$ cat config.mk
export PLATFORM = sky130hd
export DESIGN_NAME = cgol_frame_sequencer
export DESIGN_NICKNAME = d
export VERILOG_FILES = /design/src/rtl/cgol_pkg.sv /design/src/rtl/cgol_commit_walker.sv /design/src/rtl/cgol_frame_sequencer.sv
export SDC_FILE = /design/constraint.sdc
export NUM_CORES = 1
export LEC_CHECK = 0
export CAP_MARGIN = 20
export CORE_UTILIZATION = 40
export CTS_CLUSTER_SIZE = 20
export DETAILED_ROUTE_END_ITERATION = 16
export SLEW_MARGIN = 20
export SYNTH_ARGS = -nofsm -noshare
export SYNTH_HDL_FRONTEND = slang
export SYNTH_HIERARCHICAL = 1
export SYNTH_SLANG_ARGS = --single-unit
$ cat constraint.sdc
create_clock -name clk -period 4.85 [get_ports clk]
set_input_delay 0.97 -clock clk [delete_from_list [all_inputs] [get_ports clk]]
set_output_delay 0.97 -clock clk [all_outputs]
set_load 0.02 [all_outputs]
$ cat src/rtl/cgol_pkg.sv
// cgol_pkg: state and memory-mux encodings plus memory operation codes
// shared by the frame sequencer and memory_controller.
package cgol_pkg;
  typedef enum logic [2:0] {
    S_IDLE     = 3'd0,
    S_SEED_OUT = 3'd1,
    S_COMPUTE  = 3'd2,
    S_COMMIT   = 3'd3,
    S_OUTPUT   = 3'd4,
    S_PAUSE    = 3'd5
  } state_e;
  typedef enum logic [1:0] {
    MUX_CGOL   = 2'd0,
    MUX_COMMIT = 2'd1,
    MUX_OUTPUT = 2'd2,
    MUX_IDLE   = 2'd3
  } mux_sel_e;
  localparam logic [1:0] MEM_OP_NOP   = 2'd0;
  localparam logic [1:0] MEM_OP_READ  = 2'd1;
  localparam logic [1:0] MEM_OP_WRITE = 2'd2;
  localparam logic [1:0] MEM_OP_SWAP  = 2'd3;
  function automatic mux_sel_e mux_of(state_e s);
    return s == S_COMPUTE ? MUX_CGOL :
           s == S_COMMIT  ? MUX_COMMIT :
           (s == S_SEED_OUT || s == S_OUTPUT) ? MUX_OUTPUT : MUX_IDLE;
  endfunction
endpackage

$ cat src/rtl/cgol_commit_walker.sv
// cgol_commit_walker: walks commit addresses 0..NUM_CELLS-1, holding each for
// COMMIT_CLK_CYCLES cycles; strobe on the last hold cycle, last on the final strobe.
module cgol_commit_walker
  import cgol_pkg::*;
#(
  parameter int NUM_CELLS         = 64,
  parameter int COMMIT_CLK_CYCLES = 4
) (
  input  logic                         clk,
  input  logic                         rst_n,
  input  logic                         en_i,
  output logic [$clog2(NUM_CELLS)-1:0] addr_o,
  output logic                         stb_o,
  output logic                         last_o
);
  localparam int AW = $clog2(NUM_CELLS);
  localparam int HW = COMMIT_CLK_CYCLES > 1 ? $clog2(COMMIT_CLK_CYCLES) : 1;
  logic [HW-1:0] hold_q;
  logic [AW-1:0] addr_q;
  assign stb_o  = en_i && hold_q == HW'(COMMIT_CLK_CYCLES - 1);
  assign last_o = stb_o && addr_q == AW'(NUM_CELLS - 1);
  assign addr_o = addr_q;
  // Counters return to zero after the final strobe, so the next walk starts clean.
  always_ff @(posedge clk or negedge rst_n)
    if (!rst_n) begin
      hold_q <= '0;
      addr_q <= '0;
    end else if (stb_o) begin
      hold_q <= '0;
      addr_q <= last_o ? '0 : addr_q + 1'b1;
    end else if (en_i) begin
      hold_q <= hold_q + 1'b1;
    end
endmodule

$ cat src/rtl/cgol_frame_sequencer.sv
// cgol_frame_sequencer: COMPUTE -> COMMIT -> OUTPUT -> PAUSE generation loop with
// run/step control and seed display; CGOL_SEQ_WATCHDOG_EN adds a phase watchdog.
module cgol_frame_sequencer
  import cgol_pkg::*;
#(
  parameter int NUM_CH            = 3,
  parameter int NUM_CELLS         = 64,
  parameter int COMMIT_CLK_CYCLES = 4,
  parameter int PAUSE_CLK_CYCLES  = 1200000,
  parameter int GEN_W             = 16,
  parameter int WDT_CYCLES        = 65536
) (
  input  logic                         clk,
  input  logic                         rst_n,
  input  logic                         i_run,
  input  logic                         i_step,
  output logic [NUM_CH-1:0]            o_cgol_start,
  input  logic [NUM_CH-1:0]            i_cgol_done,
  output logic [1:0]                   o_mem_sel,
  output logic [$clog2(NUM_CELLS)-1:0] o_commit_addr,
  output logic                         o_commit_stb,
  output logic                         o_out_start,
  input  logic                         i_out_done,
  output logic [2:0]                   o_state,
  output logic [GEN_W-1:0]             o_gen_count,
  output logic                         o_busy,
  output logic                         o_fault
);
  localparam int PW = $clog2(PAUSE_CLK_CYCLES + 1);
  state_e            state_q;
  mux_sel_e          mem_sel_q;
  logic [NUM_CH-1:0] done_q, done_d, cgol_start_q;
  logic [PW-1:0]     pause_q;
  logic [GEN_W-1:0]  gen_q;
  logic              run_q, out_start_q, wdt_hit, walk_last;

  cgol_commit_walker #(
    .NUM_CELLS(NUM_CELLS),
    .COMMIT_CLK_CYCLES(COMMIT_CLK_CYCLES)
  ) u_walker (
    .clk(clk),
    .rst_n(rst_n),
    .en_i(state_q == S_COMMIT),
    .addr_o(o_commit_addr),
    .stb_o(o_commit_stb),
    .last_o(walk_last)
  );

  assign done_d = done_q | i_cgol_done;

  // Right after reset the state is SEED_OUT but the mux is still IDLE; that pair marks the seed start cycle.
  always_ff @(posedge clk or negedge rst_n)
    if (!rst_n) begin
      state_q      <= S_SEED_OUT;
      mem_sel_q    <= MUX_IDLE;
      done_q       <= '0;
      cgol_start_q <= '0;
      pause_q      <= '0;
      gen_q        <= '0;
      run_q        <= 1'b0;
      out_start_q  <= 1'b0;
    end else begin
      out_start_q  <= 1'b0;
      cgol_start_q <= '0;
      if (wdt_hit) begin
        state_q   <= S_IDLE;
        mem_sel_q <= mux_of(S_IDLE);
        done_q    <= '0;
        run_q     <= 1'b0;
      end else begin
        case (state_q)
          S_IDLE:
            if (i_run) begin
              state_q   <= S_PAUSE;
              mem_sel_q <= mux_of(S_PAUSE);
              run_q     <= 1'b1;
            end else if (i_step) begin
              state_q      <= S_COMPUTE;
              mem_sel_q    <= mux_of(S_COMPUTE);
              cgol_start_q <= '1;
              run_q        <= 1'b0;
            end
          S_SEED_OUT:
            if (mem_sel_q == MUX_IDLE) begin
              out_start_q <= 1'b1;
              mem_sel_q   <= mux_of(S_SEED_OUT);
            end else if (i_out_done) begin
              state_q   <= S_PAUSE;
              mem_sel_q <= mux_of(S_PAUSE);
            end
          S_COMPUTE:
            if (&done_d) begin
              done_q    <= '0;
              state_q   <= S_COMMIT;
              mem_sel_q <= mux_of(S_COMMIT);
            end else begin
              done_q <= done_d;
            end
          S_COMMIT:
            if (walk_last) begin
              gen_q       <= gen_q + 1'b1;
              state_q     <= S_OUTPUT;
              mem_sel_q   <= mux_of(S_OUTPUT);
              out_start_q <= 1'b1;
            end
          S_OUTPUT:
            if (i_out_done) begin
              state_q   <= run_q ? S_PAUSE : S_IDLE;
              mem_sel_q <= mux_of(run_q ? S_PAUSE : S_IDLE);
            end
          S_PAUSE:
            if (pause_q == PW'(PAUSE_CLK_CYCLES - 1)) begin
              pause_q      <= '0;
              run_q        <= i_run;
              state_q      <= i_run ? S_COMPUTE : S_IDLE;
              mem_sel_q    <= mux_of(i_run ? S_COMPUTE : S_IDLE);
              cgol_start_q <= {NUM_CH{i_run}};
            end else begin
              pause_q <= pause_q + 1'b1;
            end
          default: begin
            state_q   <= S_IDLE;
            mem_sel_q <= mux_of(S_IDLE);
          end
        endcase
      end
    end

`ifdef CGOL_SEQ_WATCHDOG_EN
  localparam int WW = $clog2(WDT_CYCLES + 1);
  logic [WW-1:0] wdt_q;
  logic          fault_q, waiting;
  // Waiting states never follow one another directly, so the counter is already zero on entry.
  assign waiting = state_q == S_COMPUTE || state_q == S_SEED_OUT || state_q == S_OUTPUT;
  assign wdt_hit = waiting && wdt_q == WW'(WDT_CYCLES - 1);
  always_ff @(posedge clk or negedge rst_n)
    if (!rst_n) begin
      wdt_q   <= '0;
      fault_q <= 1'b0;
    end else begin
      wdt_q   <= waiting ? wdt_q + 1'b1 : '0;
      fault_q <= wdt_hit;
    end
  assign o_fault = fault_q;
`else
  assign wdt_hit = 1'b0;
  // WDT_CYCLES has no effect in this build; the expression is constant zero.
  assign o_fault = WDT_CYCLES < 0;
`endif

  assign o_cgol_start = cgol_start_q;
  assign o_out_start  = out_start_q;
  assign o_mem_sel    = mem_sel_q;
  assign o_state      = state_q;
  assign o_gen_count  = gen_q;
  assign o_busy       = state_q != S_IDLE;
endmodule

After elaboration in Yosys (flattened, before gate mapping)
Index checks and enable logic that the tools add are counted.
{"block": "classes", "n_addsub": 4, "n_eq_ne": 25, "mux": 42, "bitwise": 1, "reduce_logical": 13}
{"op": "$mux W3", "n": 13}
{"op": "$mux W2", "n": 15}
{"op": "$add A21 B1 Y21 const B", "n": 1}
{"op": "$eq A21 B21 Y1 const B", "n": 1}
{"op": "$mux W21", "n": 1}
{"op": "$pmux W3 S6", "n": 1}
{"op": "$add A16 B1 Y16 const B", "n": 1}
{"op": "$eq A3 B2 Y1 const B", "n": 4}
{"op": "$ne A2 B2 Y1 const B", "n": 6}
{"op": "$pmux W2 S6", "n": 1}
{"op": "$eq A3 B3 Y1 const B", "n": 3}
{"op": "$eq A2 B2 Y1 const B", "n": 4}
{"op": "$mux W1", "n": 7}
{"op": "$reduce_and A7 Y1", "n": 1}
{"op": "$add A6 B1 Y6 const B", "n": 1}
{"op": "$eq A3 B1 Y1 const B", "n": 2}
{"op": "$eq A6 B6 Y1 const B", "n": 1}
{"op": "$mux W6", "n": 1}
{"op": "$ne A3 B3 Y1 const B", "n": 2}
{"op": "$pmux W3 S2", "n": 1}
{"op": "$reduce_and A3 Y1", "n": 2}
{"op": "$reduce_and A6 Y1", "n": 1}
{"op": "$pmux W1 S2", "n": 2}
{"op": "$reduce_bool A2 Y1", "n": 2}
{"op": "other kinds (9)", "n": 11}
{"block": "word_totals", "ff_bits": 58, "in_bits": 8, "out_inout_bits": 34, "elab_cells": 95}

Depth between registers and ports, before layout
Gate-level depths: netlist of the first run.
{"block": "depth", "word_depth": 8, "mapped_depth": 10, "mapped_depth_nobuf": 9}

Modules after synthesis
The synthesis of the first run kept the hierarchy.
{"module": "cgol_frame_sequencer", "instances": 1, "cells_each": 247, "area_each_um2": 2484.9}
{"module": "cgol_commit_walker", "instances": 1, "cells_each": 35, "area_each_um2": 400.4}

Worst setup path after synthesis of the first run
No wires, ideal clock.
{"block": "synth_path", "kind": "register to register", "from": "register state_q[1], in the netlist o_state[1]", "to": "register gen_q[15], in the netlist o_gen_count[15]", "setup_ns": 0.079, "arrival_time_ns": 2.440, "path_slack_ns": 2.331, "path_stages_with_launch": 11, "n_path_buf": 1, "synth_period_minus_slack_ns": 2.519, "path_cell_list": "dfrtp_1 > buf_2 > nand2_1 > nor2_1 > nand4_1 > nor2_1 > nand4b_4 > nor4_2 > nand4_2 > nor4_2 > xor2_1"}
{"block": "synth_between", "elab_chain_cells": 4}
{"element": "start: declaration", "line_no": "cgol_frame_sequencer.sv:30", "rtl": "state_e state_q;"}
{"element": "start signal: assignment", "line_no": "cgol_frame_sequencer.sv:108", "rtl": "state_q <= run_q ? S_PAUSE : S_IDLE;"}
{"element": "start signal: assignment", "line_no": "cgol_frame_sequencer.sv:115", "rtl": "state_q <= i_run ? S_COMPUTE : S_IDLE;"}
{"element": "$eq A3 B2 Y1", "line_no": "cgol_frame_sequencer.sv:43", "rtl": ".en_i(state_q == S_COMMIT),"}
{"element": "$logic_and A1 B1 Y1", "line_no": "cgol_commit_walker.sv:20", "rtl": "assign stb_o = en_i && hold_q == HW'(COMMIT_CLK_CYCLES - 1);"}
{"element": "$logic_and A1 B1 Y1", "line_no": "cgol_commit_walker.sv:21", "rtl": "assign last_o = stb_o && addr_q == AW'(NUM_CELLS - 1);"}
{"element": "net walk_last", "line_no": "cgol_frame_sequencer.sv:35", "rtl": "logic run_q, out_start_q, wdt_hit, walk_last;"}
{"element": "$reduce_and A2 Y1 (no line)"}
{"element": "end signal: assignment", "line_no": "cgol_frame_sequencer.sv:101", "rtl": "gen_q <= gen_q + 1'b1;"}
{"element": "end: declaration", "line_no": "cgol_frame_sequencer.sv:34", "rtl": "logic [GEN_W-1:0] gen_q;"}
The timed path passes the listed nets, and every way through them passes these cells.
A chain may end at the register's enable or synchronous reset.

Worst setup path in the final report of the first run
{"block": "layout_path", "from": "register state_q[1], in the netlist o_state[1]", "to": "output port o_commit_stb"}
{"block": "layout_between", "elab_chain_cells": 2}
{"element": "$eq A3 B2 Y1", "line_no": "cgol_frame_sequencer.sv:43"}
{"element": "$logic_and A1 B1 Y1", "line_no": "cgol_commit_walker.sv:20"}
{"element": "end: declaration", "line_no": "cgol_frame_sequencer.sv:21", "rtl": "output logic o_commit_stb,"}
No other way between the ends.

==> summary.md, run 1 <==
| Metric | Value |
|---|---|
| Initial drt markers | 69 |
| Worst skew pair latency | 0.30 ns |
| RSZ-0062 raised after global routing | false |
| Hold Crit Class | register to register |
| Max-slew violation count | 0 |
| Post-CTS Hold Buffers | 0 |
| DRC | 0 |
| H-tree Lvls | 2 |
| Cell taking the most area after synthesis | dfrtp_1 |
| Max Cap Viol | 0 |
| Dpl hpwl | 3950 um |
| WHS | 0.480 ns |
| VDD IR max | 0.257 mV |
| Port bufs | 40 |
| Synth Net Count | 294 |
| Crit-path cells | nand2_1 -> nor2_1 -> and2_1 -> clkdlybuf4s50_1 |
| Net Switching | 0.503 mW |
| Vias after detailed routing | 2102 |
| Fmax | 0.289 GHz |
| Starting Density | 42.0% |
| Initial antenna violation count | 0 |
| Cell Area, Synth | 2890 um^2 |
| Synthesis-to-layout area growth | 19.5% |
| Cells after Synth | 282 |
| Clk root buf | clkbuf_8 |
| YS warnings | 6 |
| Number of flops mapped to enable cells by yosys | 0 |
| Net Sw Frac | 35.6% |
| Post-placement cell count | 409 |
| Tcrit/Tclk final | 71.4% |
| Sequential share of the synthesized area | 48.7% |
| Clock slew at reported path FFs | 0.10 ns |
| Clock power share | 18.8% |
| Compound-cell area share of the yosys netlist | 6.94% |
| Adder-cell area share of the yosys netlist | 1.73% |
| Share of power burned in registers | 46.6% |
| Routed len/inst | 13.1 um |
| I/O pins | 42 |
| Nets | 332 |
| Mux cell area share after synthesis | 3.21% |
| Dpl ws | 1.71 ns |
| Setup CP Type | register to output pin |
| Ratio of cells with drive above 1 in the final layout | 9.03% |
| Clk sinks | 56 |
| Combinational power share | 34.6% |
| Synth cell types | 50 |
| Minimum clock period | 3.46 ns |
| Pwr Total | 1.41 mW |
| Num CTS Buffers | 5 |
| Max stage delay on crit path | 0.78 ns |
| Main synth FF type | dfrtp_1 |
| Share of the synthesized area in the top cell type | 46.0% |
| Layout Skew | 0.00396 ns |
| Most frequent cells in the layout | 53 x dfrtp_1, 39 x clkdlybuf4s50_1, 28 x nor2_1, 25 x nand2_1, 22 x xnor2_1 |
| GRT overflow | 0 |
| Main area contributors after synthesis | dfrtp_1 46%, xnor2_1 6.7%, xor2_1 4.2% |
| Die Y | 86.9 um |
| Internal power | 0.910 mW |
| CP max-delay cell | dfrtp_1 |
| Vias in the first global route | 2071 |
| Via density | 5.04 |
| CTS tree | done |
| Final Wtd Congestion | 0.784 |
| Setup TNS | 0 ns |
| Die width | 86.9 um |
| CP Data Arrival Time | 2.49 ns |
| Setup Buffers After CTS | 0 |
| Core area | 6870 um^2 |
| GRT Total Usage | 16.6% |
| CP bufs+invs | 1 |
| Final Hold Vio Count | 0 |
| Fin worst setup slack | 1.39 ns |
| ANT nets after route | 0 |
| Pleak | 1.49 nW |
| Clock buffer depth | 2 |
| Synth Area in XOR/XNOR | 10.9% |
| Status | finished clean |
| PwrDens | 410 nW/um^2 |
| CP Launch Type | register |
| Largest net degree at the start of global routing | 32 |
| Fin cells | 417 |
| Crit path max-delay family | flip-flops |
| Worst-Margin Slew | 0.843 ns |
| Crit Path Max Fanout | 22 |
| Drt first pass iters | 4 |
| Detailed Route WL | 5480 um |
| Synth Area in Simple Gates | 24.9% |
| Cell row count | 30 |
| Ant diodes | 0 |
| Die ar. | 7560 um^2 |
| Most common cell after layout, fill and taps aside | dfrtp_1 |
| CP required | 3.88 ns |
| Register bit count reported by yosys | 56 |
| Syn avg cell area | 10.2 um^2 |
| Async set-reset flop share out of synthesis | 100% |
| Largest family of logic cells by synthesized area | simple AND/OR/NAND/NOR gates |
| Post-CTS Resized | 0 |
| Worst Setup End Kind | output pin |
| Relative slew slack | 43.3% |
| First-pass GRT wire length | 9770 um |
| Setup Viol. Count Final | 0 |
==> synth_stat cells, types with 2 or more instances <==
cell type  count
mux2_2         2
and3_1         5
mux2i_1        4
buf_4          5
nor4_2         3
a31oi_1        3
xor2_1        14
or3b_1         2
and2_1         3
inv_1         10
nor3_1        14
nand4_2        2
nand3b_1       2
nor2_1        28
o21ai_0        9
a21o_1         3
dfstp_2        3
dfrtp_1       53
o211ai_1       2
nand2_1       25
a21oi_1        6
nand2b_1       2
nor2b_1        2
mux2_4         2
clkbuf_1       3
o22ai_1        2
nand4_1        8
ha_1           4
buf_2          2
nand3_1       18
xnor2_1       22
==> final timing paths <==
path / from / endpoint / slack (ns) / depth (start not counted)
setup / recovery: o_state[1] / o_commit_stb / 1.39 / 4
hold / removal: o_gen_count[15] / o_gen_count[15] / 0.48 / 1
setup reg to reg: o_state[1] / o_gen_count[10] / 1.82 / 9
hold reg to reg: o_gen_count[15] / o_gen_count[15] / 0.48 / 1
max in group asynchronous: rst_n / o_state[0] / 3.36 / 2
min in group asynchronous: rst_n / u_walker/addr_o[4] / 0.66 / 1
==> power by group through the flow <==
stage	clock network [mW]	registers (mW)	logic, mW
6_report	0.265	0.659	0.489
5_1_grt	0.297	0.676	0.545
4_1_cts	0.277	0.658	0.495
3_5_place_dp	0	0.667	0.489
3_3_place_gp	0	0.664	0.488
2_1_floorplan	0	0.654	0.353
==> layout make-up <==
| class | instances | area [um^2] |
|---|---|---|
| inverter | 10 | 37.5 |
| clock inverter | 1 | 7.51 |
| clock buffer | 7 | 86.3 |
| multi-input combinational | 205 | 1380 |
| sequential | 56 | 1410 |
| timing repair buffer | 42 | 410 |
| tap | 96 | 120 |
| fill | 633 | 3420 |
==> sequential cells by signal, summed over array words and instances (netlist names) <==
name,count
o_out_start,1
pause_q,21
done_q,3
o_mem_sel,2
run_q,1
o_gen_count,16
o_state,3
u_walker/addr_o,6
o_cgol_start,1
u_walker/hold_q,2
==> per-layer routing <==
metal / up-vias / track usage, % / share of wire (%)
li1: 1051 / - / -
met1: 1007 / 22.6 / 50
met2: 35 / 26.3 / 45
met3: 9 / 3.13 / 3.2
met4: 0 / 6.52 / 2.1
met5: - / 0 / 0
==> cell families (layout without fill, tap and decap cells) <==
kind of cell / Yosys count / after routing
DFF: 56 / 56
other: 1 / 1
and+or+nand+nor: 126 / 126
buffers and inverters: 21 / 60
xor gates and xnor gates: 36 / 36
muxes: 8 / 8
adders and majority gates: 4 / 4
AOI/OAI and AO/OA: 30 / 30
==> worst register-to-register path, stage by stage (launching register included) <==
cell and delay, ns:
dfrtp_1 0.78, nand2_1 0.15, nor2_1 0.30, nand4_1 0.24, nor2_1 0.37, and4b_1 0.34, and2_1 0.19, nand3_1 0.16
nor3_1 0.26, xor2_1 0.16
==> per-stage QoR <==
step / instance area [um^2] / util [%]
CTS: 3450 / 50.2
floorplan: 2890 / -
global route: 3450 / 50.2
finish: 3450 / 50.2
global placement: 3350 / 48.8
detailed placement: 3350 / 48.8
Power figures use the tool's default switching activity.
==> run 2: changes to the inputs <==
==> constraint.sdc (replaced) <==
create_clock -name clk -period 3.2 [get_ports clk]
set_input_delay 0.64 -clock clk [delete_from_list [all_inputs] [get_ports clk]]
set_output_delay 0.64 -clock clk [all_outputs]
set_load 0.02 [all_outputs]
==> run 2 against run 1 <==
Against the previous run: register-to-register slack worse by 1.3 ns; clock skew up 0.010 ns; sequential power up 39%; global-route usage down 0.64 points; combinational power up 74%.
==> summary.md, run 2 (synthesis results as in run 1) <==
| Metric | Value |
|---|---|
| Status | finished clean (unchanged) |
| ANT nets after route | 0 (unchanged) |
| Worst-Margin Slew | 0.826 ns (was 0.843 ns) |
| Fillers | 655 (was 633) |
| Post-placement cell count | 412 (was 409) |
| Clk sinks | 56 (unchanged) |
| Final Hold Vio Count | 0 (unchanged) |
| GRT Total Usage | 16.0% (was 16.6%) |
| Routed len/inst | 12.7 um (was 13.1 um) |
| Hold Crit Class | primary input to async pin (was register to register) |
| First-pass GRT wire length | 9500 um (was 9770 um) |
| CTS tree | done (unchanged) |
| Nets | 335 (was 332) |
| Largest Register | pause_q (unchanged) |
| Worst Setup End Kind | output pin (unchanged) |
| Drt first pass iters | 5 (was 4) |
| Max Cap Viol | 0 (unchanged) |
| Initial drt markers | 50 (was 69) |
| Fin cells | 420 (was 417) |
| PwrDens | 644 nW/um^2 (was 410 nW/um^2) |
| Share of power burned in registers | 40.8% (was 46.6%) |
| Die Y | 86.9 um (unchanged) |
| Combinational power share | 37.7% (was 34.6%) |
| Via density | 5.09 (was 5.04) |
| Fmax | 0.359 GHz |
| Core area | 6870 um^2 (unchanged) |
| Post-CTS Resized | 0 (unchanged) |
| Largest net degree at the start of global routing | 57 (was 32) |
| Clock power share | 21.5% (was 18.8%) |
| Synthesis-to-layout area growth | 21.2% (was 19.5%) |
| Layout Skew | 0.0144 ns (was 0.00396 ns) |
| Detailed Route WL | 5350 um (was 5480 um) |
| RSZ-0062 raised after global routing | false (unchanged) |
| Crit Path Max Fanout | 6 (was 22) |
| Setup Buffers After CTS | 0 (unchanged) |
| RR Startpoint | o_state[0] (was o_state[1]) |
| VDD IR max | 0.385 mV (was 0.257 mV) |
| Setup CP Type | register to output pin (unchanged) |
| Vias after detailed routing | 2136 (was 2102) |
| Clock slew at reported path FFs | 0.10 ns (about the same) |
| Most common cell after layout, fill and taps aside | dfrtp_1 (unchanged) |
| H-tree Lvls | 2 (unchanged) |
| R2R Path End | o_gen_count[8] (was o_gen_count[10]) |
| Setup Viol. Count Final | 0 (unchanged) |
| Port bufs | 40 (unchanged) |
| Max reg flops | 21 (unchanged) |
| Post-CTS Hold Buffers | 0 (unchanged) |
| Clock buffer depth | 2 (unchanged) |
| Cell row count | 30 (unchanged) |
| Ant diodes | 0 (unchanged) |
| Relative slew slack | 44.4% (was 43.3%) |
| CP Launch Type | register (unchanged) |
| Setup TNS | 0 ns (unchanged) |
| Vias in the first global route | 2050 (was 2071) |
| Setup slack, reg-to-reg | 0.57 ns (was 1.82 ns) |
| Die width | 86.9 um (unchanged) |
| GRT overflow | 0 (unchanged) |
| Num CTS Buffers | 5 (unchanged) |
| Net Switching | 0.768 mW (was 0.503 mW) |
| CP Data Arrival Time | 2.15 ns (was 2.49 ns) |
| Tcrit/Tclk final | 87.0% |
| Starting Density | 42.0% (unchanged) |
| Die ar. | 7560 um^2 (unchanged) |
| Worst skew pair latency | 0.31 ns (was 0.30 ns) |
| Internal power | 1.48 mW (was 0.910 mW) |
| Worst r2r path cells | 9 (unchanged) |
| Dpl hpwl | 3830 um (was 3950 um) |
| Final Wtd Congestion | 0.756 (was 0.784) |
| Most frequent cells in the layout | 53 x dfrtp_1, 39 x clkdlybuf4s50_1, 28 x nor2_1, 25 x nand2_1, 22 x xnor2_1 (unchanged) |
| Minimum clock period | 2.79 ns |
| Clk root buf | clkbuf_8 (unchanged) |
| Pleak | 1.52 nW (was 1.49 nW) |
| DRC | 0 (unchanged) |
| Net Sw Frac | 34.1% (was 35.6%) |
| I/O pins | 42 (unchanged) |
| Initial antenna violation count | 0 (unchanged) |
| Ratio of cells with drive above 1 in the final layout | 10.2% (was 9.03%) |
| CP required | 2.56 ns (was 3.88 ns) |
| Max-slew violation count | 0 (unchanged) |
run 2: critical path, stage by stage (launching register included):
cell,delay [ns]
dfstp_2,0.54
nand2_1,0.06
nor2_1,0.27
and2_1,0.33
clkdlybuf4s50_1,0.65
run 2: worst max-delay path by stage:
stage / cells after the start / start / slack (ns) / end
3_3_place_gp: 9 / o_state[0] / 0.66 / o_gen_count[15]
2_1_floorplan: 10 / o_state[1] / 0.68 / o_gen_count[15]
6_report: 4 / o_state[0] / 0.41 / o_commit_stb
5_1_grt: 9 / o_state[0] / 0.20 / o_gen_count[13]
4_1_cts: 4 / o_state[0] / 0.39 / o_commit_stb
3_5_place_dp: 9 / o_state[0] / 0.57 / o_gen_count[15]
run 2: routing by layer:
layer	GRT usage (%)	up-vias	part of all wire, %
met5	0	-	0
met4	5.76	0	1.9
met3	3.22	8	3.5
met2	23.8	40	45
met1	23.0	1032	50
li1	-	1056	-
run 2: final cells by class:
class,count,area (um^2),share of cell area (%)
multi-input combinational,205,1380,39.5
clock buffer,6,82.6,2.36
inverter,10,37.5,1.07
tap,96,120,3.43
clock inverter,2,38.8,1.11
timing repair buffer,45,433,12.4
sequential,56,1410,40.2
run 2: per-stage QoR:
step           area [um^2]  power, mW  worst slack [ns]  utilization [%]  hold WS (ns)
5_1_grt               3500       2.41             0.204             50.9         0.495
6_report              3500       2.25             0.415             50.9         0.447
3_3_place_gp          3380       1.78             0.659             49.1         0.469
3_5_place_dp          3380       1.78             0.573             49.1         0.466
4_1_cts               3500       2.28             0.389             50.9         0.483
2_1_floorplan         2890       1.53             0.681                -         0.344
run 2: power by group through the flow:
stage / Clock [mW] / Sequential (mW) / Combinational [mW]
finish: 0.484 / 0.918 / 0.849
global route: 0.529 / 0.935 / 0.944
CTS: 0.502 / 0.920 / 0.856
detailed placement: 0 / 0.935 / 0.850
global placement: 0 / 0.931 / 0.845
floorplan: 0 / 0.991 / 0.534
==> run 3: changes to the inputs <==
--- a/config.mk
+++ b/config.mk
@@ -12,5 +12,4 @@
 export SLEW_MARGIN = 20
 export SYNTH_ARGS = -nofsm -noshare
 export SYNTH_HDL_FRONTEND = slang
-export SYNTH_HIERARCHICAL = 1
 export SYNTH_SLANG_ARGS = --single-unit
==> run 3 against run 2 <==
Against the previous run: core utilization shrank 0.69 points; critical path depth fell by 2; die area shrank 0.47%; non-clock buffer count is 2 lower; sequential cell count is the same; synthesized cell count rose by 4.6%; final cell count rose by 1.9%; critical path type unchanged; critical endpoint unchanged; largest cell class unchanged; largest power group unchanged; highest routed layer unchanged.
==> summary.md, run 3 <==
| Metric | Value |
|---|---|
| Most frequent cells in the layout | 53 x dfrtp_1, 39 x clkdlybuf4s50_1, 37 x nand2_1, 34 x nor2_1, 17 x xor2_1 (was 53 x dfrtp_1, 39 x clkdlybuf4s50_1, 28 x nor2_1, 25 x nand2_1, 22 x xnor2_1) |
| Post-CTS Resized | 0 (unchanged) |
| Setup Viol. Count Final | 0 (unchanged) |
| Routed len/inst | 12.8 um (was 12.7 um) |
| ANT nets after route | 0 (unchanged) |
| Clock buffer depth | 2 (unchanged) |
| Crit-path cells | and4b_1 -> clkdlybuf4s50_1 (was nand2_1 -> nor2_1 -> and2_1 -> clkdlybuf4s50_1) |
| Top cells by count, synth | 53 x dfrtp_1, 37 x nand2_1, 34 x nor2_1 (was 53 x dfrtp_1, 28 x nor2_1, 25 x nand2_1) |
| Dpl ws | 0.735 ns (was 0.573 ns) |
| GRT overflow | 0 (unchanged) |
| Vias in the first global route | 2001 (was 2050) |
| H-tree Lvls | 2 (unchanged) |
| CP Launch Type | register (unchanged) |
| Die Y | 86.7 um (was 86.9 um) |
| Fmax | 0.355 GHz (was 0.359 GHz) |
| CP max-delay cell | dfstp_2 (was clkdlybuf4s50_1) |
| Num CTS Buffers | 5 (unchanged) |
| Die ar. | 7520 um^2 (was 7560 um^2) |
| DRC | 0 (unchanged) |
| RSZ-0062 raised after global routing | false (unchanged) |
| Port bufs | 40 (unchanged) |
| Synth cell types | 47 (was 50) |
| Pleak | 1.51 nW (was 1.52 nW) |
| Share of the synthesized area in the top cell type | 46.2% (was 46.0%) |
| Relative slew slack | 61.7% (was 44.4%) |
| Setup Buffers After CTS | 0 (unchanged) |
| Clk sinks | 56 (unchanged) |
| Crit path max-delay family | flip-flops (was simple AND/OR/NAND/NOR gates) |
| Synth Net Count | 307 (was 294) |
| Layout Skew | 0.00922 ns (was 0.0144 ns) |
| Main synth FF type | dfrtp_1 (unchanged) |
| Tcrit/Tclk final | 88.0% (was 87.0%) |
| Vias after detailed routing | 2182 (was 2136) |
| Fin worst setup slack | 0.384 ns (was 0.415 ns) |
| Final Hold Vio Count | 0 (unchanged) |
| Max-slew violation count | 0 (unchanged) |
| Worst-Margin Slew | 0.570 ns (was 0.826 ns) |
| Main area contributors after synthesis | dfrtp_1 46%, xor2_1 5.2%, xnor2_1 4.9% (was dfrtp_1 46%, xnor2_1 6.7%, xor2_1 4.2%) |
| Worst skew pair latency | 0.31 ns (about the same) |
| YS warnings | 0 (was 6) |
| Crit Path Max Fanout | 21 (was 6) |
| Status | finished clean (unchanged) |
| Die width | 86.7 um (was 86.9 um) |
| CP Data Arrival Time | 2.18 ns (was 2.15 ns) |
| Async set-reset flop share out of synthesis | 100% (unchanged) |
| Register bit count reported by yosys | 56 (unchanged) |
| Max stage delay on crit path | 0.74 ns (was 0.65 ns) |
| Clk root buf | clkbuf_8 (unchanged) |
| GRT Total Usage | 16.0% (about the same) |
| Minimum clock period | 2.82 ns (was 2.79 ns) |
| CP required | 2.56 ns (about the same) |
| Fillers | 649 (was 655) |
| Sequential share of the synthesized area | 48.9% (was 48.7%) |
| CTS tree | done (unchanged) |
| Initial drt markers | 135 (was 50) |
| Post-layout util | 50.2% (was 50.9%) |
| First-pass GRT wire length | 9400 um (was 9500 um) |
| Ratio of cells with drive above 1 in the final layout | 9.04% (was 10.2%) |
| Setup CP Type | register to output pin (unchanged) |
| Cell row count | 30 (unchanged) |
| Largest net degree at the start of global routing | 29 (was 57) |
| Pwr Total | 2.11 mW (was 2.25 mW) |
| Hold Crit Class | primary input to async pin (unchanged) |
| Most common cell after layout, fill and taps aside | dfrtp_1 (unchanged) |
| Initial antenna violation count | 0 (unchanged) |
| Drt first pass iters | 4 (was 5) |
| Largest Register | pause_q (unchanged) |
| Setup TNS | 0 ns (unchanged) |
| Max reg flops | 21 (unchanged) |
| Worst Setup End Kind | output pin (unchanged) |
| Cell taking the most area after synthesis | dfrtp_1 (unchanged) |
| Starting Density | 41.8% (was 42.0%) |
| CP bufs+invs | 1 (unchanged) |
| Syn avg cell area | 9.73 um^2 (was 10.2 um^2) |
| Cell Area, Synth | 2870 um^2 (was 2890 um^2) |
| Cells after Synth | 295 (was 282) |
| Synthesis-to-layout area growth | 20.1% (was 21.2%) |
| Number of flops mapped to enable cells by yosys | 0 (unchanged) |
| Core area | 6870 um^2 (unchanged) |
| Nets | 343 (was 335) |
| Post-CTS Hold Buffers | 0 (unchanged) |
| I/O pins | 42 (unchanged) |
| VDD IR max | 0.483 mV (was 0.385 mV) |
| PwrDens | 612 nW/um^2 (was 644 nW/um^2) |
| Dpl hpwl | 4070 um (was 3830 um) |
| Detailed Route WL | 5480 um (was 5350 um) |
| Clock slew at reported path FFs | 0.10 ns (about the same) |
| Via density | 5.10 (was 5.09) |
| Ant diodes | 0 (unchanged) |
| Final Wtd Congestion | 0.783 (was 0.756) |
| Max Cap Viol | 0 (unchanged) |
| Most common cell in the netlist | dfrtp_1 (unchanged) |
-- run 3: cell families after synthesis --
| family | count (synthesis) | synth area share [%] |
|---|---|---|
| AND/OR/NAND/NOR | 137 | 25.5 |
| flip-flops | 56 | 48.9 |
| AO/OA/AOI/OAI | 33 | 6.75 |
| XOR/XNOR | 33 | 10.1 |
| buffers and inverters | 23 | 3.83 |
| multiplexers | 8 | 3.05 |
| adder cells (fa/ha/maj) | 4 | 1.74 |
| other | 1 | 0.131 |
-- run 3: per-stage QoR --
stage          hold slack (ns)  std cells  area [um^2]
3_3_place_gp             0.457        420         3330
5_1_grt                  0.234        428         3450
6_report                 0.226        428         3450
3_5_place_dp             0.463        420         3330
4_1_cts                  0.233        428         3450
2_1_floorplan            0.344        295         2870
-- run 3: final timing paths --
kind / slack (ns) / startpoint / to / cells past startpoint
setup / recovery: 0.38 / o_state[0] / o_commit_stb / 2
hold / removal: 0.23 / rst_n / pause_q[6] / 1
setup reg to reg: 0.75 / o_state[0] / o_gen_count[13] / 5
hold reg to reg: 0.47 / o_gen_count[15] / o_gen_count[15] / 1
max in group asynchronous: 2.29 / rst_n / u_walker.addr_o[0] / 2
min in group clk: 0.47 / o_gen_count[15] / o_gen_count[15] / 1
-- run 3: per-layer routing --
metal / track usage (%) / vias up / routed length, um
li1: - / 1082 / -
met1: 22.7 / 1050 / 2760
met2: 24.8 / 46 / 2490
met3: 3.14 / 4 / 183
met4: 4.39 / 0 / 50
met5: 0 / - / 0
-- run 3: final cells by class --
| type | instances | area [um^2] | share of cell area, % |
|---|---|---|---|
| Timing Repair Buffer | 43 | 418 | 12.1 |
| Sequential cell | 56 | 1410 | 40.7 |
| Multi-Input combinational cell | 216 | 1360 | 39.3 |
| Tap cell | 96 | 120 | 3.48 |
| Clock inverter | 3 | 47.5 | 1.38 |
| Inverter | 9 | 33.8 | 0.979 |
| Clock buffer | 5 | 68.8 | 1.99 |
-- run 3: where the power goes --
group	internal (mW)	leakage, nW	total (mW)	switching, mW
registers	0.830	0.746	0.977	0.147
clock network	0.236	0.0583	0.473	0.237
logic	0.325	0.710	0.662	0.338
total	1.39	1.51	2.11	0.722
